## src/rtl/gpr_read_arbiter.sv

```systemverilog
// -----------------------------------------------------------------------------
// gpr_read_arbiter
//
// Shares the banked GPR read ports of one issue slice between several
// operand-collector requesters. Every cycle each bank grants at most one read,
// picked round-robin from the requesters that target it. The bank RAM address
// is driven in the grant cycle. The synchronous RAM output is routed back to
// the winning requester exactly one cycle later.
//
// Parameters
//   NUM_REQS   number of requesters (>= 1)
//   NUM_BANKS  number of GPR banks (power of 2, >= 1)
//   NR_BITS    register id width
//   WIS_BITS   warp-in-slice index width (0 => no wis field in the address)
//   DATAW      read data width per bank
//
// Ports
//   clk, reset     clock; synchronous active-high reset
//   req_valid      per-requester read request valid
//   req_rid        per-requester register id (NR_BITS each)
//   req_wis        per-requester warp-in-slice index (max(WIS_BITS,1) each)
//   req_ready      request granted this cycle (combinational)
//   rsp_valid      read data valid for requester (cycle after grant)
//   rsp_data       read data per requester, zero when not responding
//   bank_rd_en     per-bank read strobe (combinational)
//   bank_rd_addr   per-bank address {wis, rid[NR_BITS-1:BANK_BITS]}
//   bank_rd_data   per-bank RAM output, valid one cycle after the strobe
//   perf_stalls    count of cycles with at least one valid-but-not-ready request
//
// Build option
//   GPR_ARB_PERF_EN  when defined, perf_stalls is a 32-bit wrapping counter
//                    cleared by reset; otherwise perf_stalls is tied to zero
//                    and no counter flops exist.
// -----------------------------------------------------------------------------
module gpr_read_arbiter #(
  parameter int NUM_REQS  = 4,
  parameter int NUM_BANKS = 2,
  parameter int NR_BITS   = 6,
  parameter int WIS_BITS  = 2,
  parameter int DATAW     = 128
) (
  input  logic                                       clk,
  input  logic                                       reset,
  input  logic [NUM_REQS-1:0]                        req_valid,
  input  logic [NUM_REQS*NR_BITS-1:0]                req_rid,
  input  logic [NUM_REQS*((WIS_BITS > 0) ? WIS_BITS : 1)-1:0] req_wis,
  output logic [NUM_REQS-1:0]                        req_ready,
  output logic [NUM_REQS-1:0]                        rsp_valid,
  output logic [NUM_REQS*DATAW-1:0]                  rsp_data,
  output logic [NUM_BANKS-1:0]                       bank_rd_en,
  output logic [NUM_BANKS*(WIS_BITS+NR_BITS-$clog2(NUM_BANKS))-1:0] bank_rd_addr,
  input  logic [NUM_BANKS*DATAW-1:0]                 bank_rd_data,
  output logic [31:0]                                perf_stalls
);

  localparam int BANK_BITS = $clog2(NUM_BANKS);
  localparam int BKW       = (BANK_BITS > 0) ? BANK_BITS : 1;
  localparam int WISW      = (WIS_BITS > 0) ? WIS_BITS : 1;
  localparam int ADDRW     = WIS_BITS + NR_BITS - BANK_BITS;
  localparam int PTRW      = (NUM_REQS > 1) ? $clog2(NUM_REQS) : 1;

  // ---------------------------------------------------------------------------
  // Per-requester decode: target bank and bank-local address.
  // ---------------------------------------------------------------------------
  logic [BKW-1:0]   req_bank [NUM_REQS];
  logic [ADDRW-1:0] req_addr [NUM_REQS];

  for (genvar gi = 0; gi < NUM_REQS; gi++) begin : g_req
    if (BANK_BITS > 0) begin : g_bank_sel
      assign req_bank[gi] = req_rid[gi*NR_BITS +: BKW];
    end else begin : g_single_bank
      assign req_bank[gi] = '0;
    end

    if (WIS_BITS > 0) begin : g_addr_wis
      assign req_addr[gi] = {req_wis[gi*WISW +: WISW],
                             req_rid[gi*NR_BITS+BANK_BITS +: NR_BITS-BANK_BITS]};
    end else begin : g_addr_nowis
      assign req_addr[gi] = req_rid[gi*NR_BITS+BANK_BITS +: NR_BITS-BANK_BITS];
    end
  end

  // With no wis field the wis port carries one unused bit per requester.
  if (WIS_BITS == 0) begin : g_no_wis
    logic unused_wis;
    assign unused_wis = ^req_wis;
  end

  // ---------------------------------------------------------------------------
  // Per-bank round-robin arbitration and response ownership.
  // ---------------------------------------------------------------------------
  logic [NUM_BANKS-1:0] grant_vld;
  logic [PTRW-1:0]      grant_idx      [NUM_BANKS];
  logic                 bank_rsp_vld   [NUM_BANKS];
  logic [PTRW-1:0]      bank_rsp_owner [NUM_BANKS];

  for (genvar gi = 0; gi < NUM_BANKS; gi++) begin : g_bank
    logic            found;
    logic [PTRW-1:0] win;
    logic [PTRW-1:0] ptr_reg;
    logic [PTRW-1:0] ptr_next;
    logic            own_vld_reg;
    logic [PTRW-1:0] owner_reg;

    // Scan requesters starting at the pointer; the first valid requester
    // that targets this bank wins. Only one winner per bank is possible, so
    // two requesters can never share a bank in a cycle, whatever the inputs.
    always_comb begin : p_search
      int idx;
      found = 1'b0;
      win   = '0;
      idx   = 0;
      for (int off = 0; off < NUM_REQS; off++) begin
        idx = int'(ptr_reg) + off;
        if (idx >= NUM_REQS) begin
          idx = idx - NUM_REQS;
        end
        if (!found && req_valid[idx] && (req_bank[idx] == BKW'(gi))) begin
          found = 1'b1;
          win   = PTRW'(idx);
        end
      end
    end

    // No grants are issued while reset is high.
    assign grant_vld[gi] = found & ~reset;
    assign grant_idx[gi] = win;
    assign ptr_next      = (win == PTRW'(NUM_REQS-1)) ? '0 : win + 1'b1;

    always_ff @(posedge clk) begin
      if (reset) begin
        ptr_reg     <= '0;
        own_vld_reg <= 1'b0;
        owner_reg   <= '0;
      end else begin
        own_vld_reg <= found;
        owner_reg   <= win;
        if (found) begin
          ptr_reg <= ptr_next;
        end
      end
    end

    assign bank_rd_en[gi]                   = grant_vld[gi];
    assign bank_rd_addr[gi*ADDRW +: ADDRW]  = grant_vld[gi] ? req_addr[win] : '0;
    assign bank_rsp_vld[gi]                 = own_vld_reg;
    assign bank_rsp_owner[gi]               = owner_reg;
  end

  // ---------------------------------------------------------------------------
  // Grant fan-in: a requester targets a single bank, so it can appear as the
  // winner of at most one bank.
  // ---------------------------------------------------------------------------
  always_comb begin
    req_ready = '0;
    for (int b = 0; b < NUM_BANKS; b++) begin
      if (grant_vld[b]) begin
        req_ready[grant_idx[b]] = 1'b1;
      end
    end
  end

  // ---------------------------------------------------------------------------
  // Response routing. The owner registers describe last cycle's grants; the
  // RAM data for those grants is on bank_rd_data now. A response that lands
  // in a reset cycle is dropped. Owners of different banks are distinct in
  // any one cycle, so plain assignment is enough.
  // ---------------------------------------------------------------------------
  always_comb begin
    rsp_valid = '0;
    rsp_data  = '0;
    for (int b = 0; b < NUM_BANKS; b++) begin
      if (bank_rsp_vld[b] && !reset) begin
        rsp_valid[bank_rsp_owner[b]] = 1'b1;
        rsp_data[int'(bank_rsp_owner[b])*DATAW +: DATAW] = bank_rd_data[b*DATAW +: DATAW];
      end
    end
  end

  // ---------------------------------------------------------------------------
  // Conflict-stall counter.
  // ---------------------------------------------------------------------------
`ifdef GPR_ARB_PERF_EN
  logic [31:0] perf_stalls_reg;

  always_ff @(posedge clk) begin
    if (reset) begin
      perf_stalls_reg <= '0;
    end else if (|(req_valid & ~req_ready)) begin
      perf_stalls_reg <= perf_stalls_reg + 32'd1;
    end
  end

  assign perf_stalls = perf_stalls_reg;
`else
  assign perf_stalls = '0;
`endif

endmodule
```

## config.mk

```make
export PLATFORM = sky130hd
export DESIGN_NAME = gpr_read_arbiter
export DESIGN_NICKNAME = d
export VERILOG_FILES = /design/src/rtl/gpr_read_arbiter.sv
export SDC_FILE = /design/constraint.sdc
export NUM_CORES = 1
export LEC_CHECK = 0
export ABC_CLOCK_PERIOD_IN_PS = 7900
export BUFFER_PORTS_ARGS = -buffer_cell sky130_fd_sc_hd__buf_4
export CORE_AREA = 2 2 335 337
export CTS_CLUSTER_DIAMETER = 50
export DETAILED_ROUTE_END_ITERATION = 6
export DIE_AREA = 0 0 337 339
export PLACE_DENSITY = 0.3
export SLEW_MARGIN = 20
export SYNTH_ARGS = -nofsm -noshare
export SYNTH_HDL_FRONTEND = slang
export SYNTH_SLANG_ARGS = --single-unit
```

## constraint.sdc

```tcl
create_clock -name clk -period 7.9 [get_ports clk]
set_clock_uncertainty 0.2 [all_clocks]
set_input_delay 1.58 -clock clk [delete_from_list [all_inputs] [get_ports clk]]
set_output_delay 1.58 -clock clk [all_outputs]
set_load 0.02 [all_outputs]
```

## Word level (Yosys, flattened, before mapping)

Cells that the tools add are included.

| word-level totals | value |
|---|---|
| word-level logic and storage cells | 208 |
| latch bits | 0 |
| output and inout bits | 568 |
| bits in read-only memories | 0 |
| bits in writable memories | 0 |
| bits in registers | 10 |
| memories | 0 |

| cells by class | value |
|---|---|
| order comparisons | 34 |
| mux-type cells | 97 |
| divide/modulo/power cells | 0 |
| $mul | 0 |
| reduce and logical (&&, ||, !) cells | 27 |
| add/subtract/negate cells | 18 |
| shifts and indexed selects | 4 |
| bitwise operators | 20 |
| equal/unequal tests | 2 |

Operator list:

| kind | number |
|---|---|
| 2-to-1 mux 512 bit | 2 |
| variable shift 128 x 33 -> 512 bit, first input constant | 2 |
| variable part select 128 x 33 -> 512 bit | 2 |
| AND 512 bit | 1 |
| bitwise mux 512 bit | 1 |
| >= comparator 32 x 3 -> 1 bit, second input constant | 8 |
| less-than comparator 32 x 4 -> 1 bit, second input constant | 8 |
| 2-to-1 mux 32 bit | 8 |
| inverter 32 bit | 8 |
| negation 9 -> 33 bit | 2 |
| 2-to-1 mux 1 bit | 44 |
| 2-to-1 mux 7 bit | 6 |
| binary-select mux 1 bit (select 2 bit) | 16 |
| binary-select mux 7 bit (select 2 bit) | 2 |
| >= comparator 3 bit, second input constant | 8 |
| subtractor 3 x 3 -> 4 bit, second input constant | 6 |
| logical AND 1 bit | 20 |
| 2-to-1 mux 2 bit | 10 |
| 2-to-1 mux 4 bit | 4 |
| adder 2 x 2 -> 3 bit, second input constant | 4 |
| less-than comparator 2 x 3 -> 1 bit, second input constant | 4 |
| demux 1 bit (select 2 bit) | 4 |
| >= comparator 2 x 1 -> 1 bit, second input constant | 4 |
| OR 4 bit | 2 |
| 9 further kinds | 26 |

## Longest topological paths before layout

| depth | value |
|---|---|
| depth in word-level cells | 28 |
| mapped depth | 9 |

## Least setup slack after synthesis

OpenSTA, ideal clock, no wires.

| timing path | value |
|---|---|
| path type | input to output |
| start | input port req_rid[12] |
| end | output port bank_rd_addr[5] |
| stages | 5 |
| path slack | 2,998 ps |
| path buffers | 0 |
| data arrival time | 3,122 ps |
| cell sequence | nand2b_1 o2111a_1 nor2_1 nand2_1 o22ai_1 |

| between the ends | value |
|---|---|
| elaborated cells between the ends (all ways) | 40 |

RTL lines:

| item | line | source |
|---|---|---|
| start, declared | 45 | `input logic [NUM_REQS*NR_BITS-1:0] req_rid,` |
| binary-select mux 1 bit (select 2 bit) | 118 | `if (!found && req_valid[idx] && (req_bank[idx] == BKW'(gi))) begin` |
| 2-to-1 mux 1 bit (implied by the code) (2 in series) | 118 |  |
| inverter 1 bit | 118 |  |
| logical AND 1 bit | 118 |  |
| 2-to-1 mux 1 bit | 118 |  |
| logical NOT 1 bit | 118 |  |
| logical AND 1 bit (2 in series) | 118 |  |
| 2-to-1 mux 1 bit | 118 |  |
| logical NOT 1 bit | 118 |  |
| logical AND 1 bit (2 in series) | 118 |  |
| 2-to-1 mux 1 bit | 118 |  |
| logical NOT 1 bit | 118 |  |
| logical AND 1 bit (2 in series) | 118 |  |
| 2-to-1 mux 1 bit * | 118 |  |
| AND 1 bit * | 126 | `assign grant_vld[gi] = found & ~reset;` |
| named net bank_rd_en[0] | 50 | `output logic [NUM_BANKS-1:0] bank_rd_en,` |
| 2-to-1 mux 7 bit * | 145 | `assign bank_rd_addr[gi*ADDRW +: ADDRW] = grant_vld[gi] ? req_addr[win] : '0;` |
| end, declared | 51 | `output logic [NUM_BANKS*(WIS_BITS+NR_BITS-$clog2(NUM_BANKS))-1:0] bank_rd_addr,` |

Mark *: on every way through the listed nets, which the timed path passes. The rest lies on a longest branch. The select of a mux whose other input is x is not followed.

## Worst setup path in the final report

| timing path | value |
|---|---|
| start | input port reset |
| end | output port rsp_data[398] |

| between the ends | value |
|---|---|
| word-level cells in the longest chain between the ends | 5 |
| elaborated cells between the ends (all ways) | 6 |

Ends and longest elaborated chain:

| item | line | source |
|---|---|---|
| start, declared | 43 | `input logic reset,` |
| logical NOT 1 bit * | 173 | `if (bank_rsp_vld[b] && !reset) begin` |
| logical AND 1 bit | 173 |  |
| 2-to-1 mux 512 bit | 173 |  |
| bitwise mux 512 bit | 175 | `rsp_data[int'(bank_rsp_owner[b])*DATAW +: DATAW] = bank_rd_data[b*DATAW +: DATAW];` |
| 2-to-1 mux 512 bit * | 173 |  |
| end, declared | 49 | `output logic [NUM_REQS*DATAW-1:0] rsp_data,` |

Every way passes the cells marked *; elsewhere a longest branch is shown, timed or not.

==> impl_metrics.yaml <==
timing:
  period_share: 0.764
  hold_viol: 0
  maxSlewHeadroom: 0.261
  post-route-min-period_ns: 6.03
  rsz0062_at_grt: "false"
  worst_pin_slew_ns: 1.11
  setup-tns-final_ns: 0
  max_freq_mhz: 166
  setup_viol_count_final: 0
  hold_slack_ns: 0.305
  drv_slew: 0
  setup_ws_ns: 1.87
final_layout:
  drive_above_1_share: 0.554
  nFillCells: 12800
  fin_cells: 3049
  area_growth_pct: 114
  final_nets: 1868
worst_setup_path:
  reg2reg_depth: 7
  worstSetupEndpointType: "output pin"
  critPathMaxFanout: 79
  worstPathRequired_ns: 6.12
  crit_type: "in2out"
  arrival_ns: 4.25
  crit_family: "compound AO/OA/AOI/OAI gates"
  crit_top_cell: "buf_4"
  r2r_slack_ns: 5.36
  r2r_end: "g_bank[0].ptr_reg[0]"
  path_cells: "buf_4 -> or4b_4 -> a2111oi_4 -> buf_12 -> a22o_1 -> buf_4"
  path_buf_inv: 3
  slowest_delay_ns: 0.59
  r2r-start: "g_bank[0].ptr_reg[1]"
  crit_slowest_cell: "or4b_4"
  startpoint_type: "primary input"
power:
  p_sw_frac: 0.517
  leakage_nw: 6.87
  worst_ir_drop_vdd_v: 0.0000480
  comb_power_share: 0.789
  power_density_mw_per_mm2: 53.9
  power.switching_mw: 0.401
  p_seq_frac: 0.084
  p_int_mw: 0.375
  clockPowerShare: 0.127
floorplanning:
  ios: 862
  die_h_um: 339
  rows: 122
  fp.dieW_um: 337
  fp.coreArea_mm2: 0.110
  die_area_mm2: 0.114
  start_util: 0.0609
detailed_routing:
  drt_pass1_iterations: 5
  drt_iter0_drc: 694
  met2_length_mm: 36.3
  via_per_inst: 3.74
  drc_errors: 0
  wire_per_inst_um: 25.5
  wl_met3_mm: 5.94
  top_layer: "met5"
  vias: 11400
  drt-met1-wl_mm: 34.4
  wl_mm: 77.8
  antenna_left: 0
clocking:
  htreeDepth: 1
  postCtsSetupBuffers: 0
  cts-root-buf: "clkbuf_16"
  cts_tree: "done"
  cts_buffers: 3
  cts.sinks: 10
  clk_pin_slew_worst_paths_ns: 0.04
  clock_latency_ns: 0.23
  postCtsHoldBufs: 0
  cts_resized: 0
  cts_max_path_buffers: 2
synth:
  synthMostInstantiatedCell: "a22o_1"
  yosys.cell_types.count: 43
  synth.area.top_cells: "a22o_1, buf_4, mux2i_1, buf_2, ha_1"
  synth-edff-count: 0
  syn_area_mm2: 0.00672
  ys.flop_type: "dfxtp_1"
  ys_seq_area_frac: 0.0298
  yosys.area.top_type: "a22o_1"
  async_flop_share: 0
  avgSynthCellArea_um2: 8.15
  yosys_warnings: 0
  syn_inst: 825
  synth.top_cells.by_count: "a22o_1, buf_2, buf_4"
  synth_seq_cells: 10
  netlist.area_leader.share: 0.670
placement:
  placedCellCount: 3039
  dpl_worst_slack_ns: 2.05
  place_hpwl_mm: 62.2
  portBuffers: 829
  gp_congestion: 0.878
grt:
  antenna_found_initial: 11
  grt_max_degree: 129
  grt_pass1_vias: 11300
  grt_pass1_wl_mm: 102
  grt.total_usage: 0.126
  overflow: 0
run:
  drv_cap: 0
status:
  status: "finished, final reports clean"
worst_hold_path:
  hold_depth: 2
  holdCritStartpoint: "g_bank[0].ptr_reg[0]"
  hold_class: "reg2reg"
  hold_path_end: "g_bank[0].ptr_reg[0]"
worst reg2reg max path: stages (launching register included):
cell and delay (ns):
dfxtp_1 0.38, or4b_1 0.57, o31a_1 0.13, o311ai_1 0.22
inv_1 0.20, ha_1 0.26, or3_1 0.38, a21oi_1 0.14
layer usage:
| layer | global-route usage | up-vias |
|---|---|---|
| met2 | 0.210 | 607 |
| met4 | 0.0207 | 2 |
| li1 | - | 4916 |
| met3 | 0.0319 | 36 |
| met1 | 0.166 | 5854 |
| met5 | 0 | - |
power groups by stage:
| stage | Combinational, mW | Clock (mW) | Sequential [mW] |
|---|---|---|---|
| floorplan | 0.244 | 0 | 0.0614 |
| global placement | 0.612 | 0 | 0.0660 |
| detailed placement | 0.616 | 0 | 0.0661 |
| CTS | 0.618 | 0.102 | 0.0653 |
| global route | 0.649 | 0.105 | 0.0661 |
| finish | 0.613 | 0.0984 | 0.0653 |
cells by family (layout without fill, tap and decap cells):
logic type | count (synthesis) | after routing | share of synthesized area
AO/OA/AOI/OAI | 550 | 550 | 0.711
adder cells (fa/ha/maj) | 18 | 18 | 0.0335
buffers and inverters | 164 | 863 | 0.139
flip-flops | 10 | 10 | 0.0298
multiplexers | 30 | 30 | 0.0447
other | 1 | 38 | 0.000558
AND/OR/NAND/NOR | 52 | 52 | 0.0409
cell type report:
class,count,area (um^2),share of cell area
inverter,13,48.8,0.00339
timing repair buffer,846,6440,0.447
tap,1488,1860,0.129
antenna,6,15.0,0.00104
clock buffer,4,88.8,0.00616
sequential,10,200,0.0139
multi-input combinational,682,5760,0.400
placed cells by master (no fill, tap or decap), drive strengths merged, types with 2 or more instances in the layout:
cell,instances
buf,846
a22o,514
conb,32
mux2i,30
ha,18
nand2,15
o22ai,14
inv,13
nor2,10
dfxtp,10
nor3,7
diode,6
nand2b,4
a22oi,4
clkbuf,4
o21ai,3
nor2b,3
and3b,2
a32o,2
nand3b,2
a211oi,2
or4b,2
a2111oi,2
worst max path at each step:
| stage | startpoint | endpoint | slack [ns] | cells past startpoint |
|---|---|---|---|---|
| final | reset | rsp_data[398] | 1.87 | 6 |
| after global routing | reset | rsp_data[397] | 1.92 | 6 |
| after CTS | reset | rsp_data[471] | 2.04 | 6 |
| after detailed placement | reset | rsp_data[471] | 2.05 | 6 |
| after global placement | reset | rsp_data[471] | 2.04 | 6 |
| after floorplan | req_rid[12] | bank_rd_addr[5] | 3.00 | 5 |
metrics by stage:
step                      power (mW)  utilization  instance area [um^2]
final                          0.776        0.131                 14400
after global routing           0.820        0.131                 14400
after CTS                      0.786        0.130                 14400
after detailed placement       0.682        0.130                 14300
after global placement         0.678        0.130                 14300
after floorplan                0.305            -                  6840
Power figures use the tool's default switching activity.
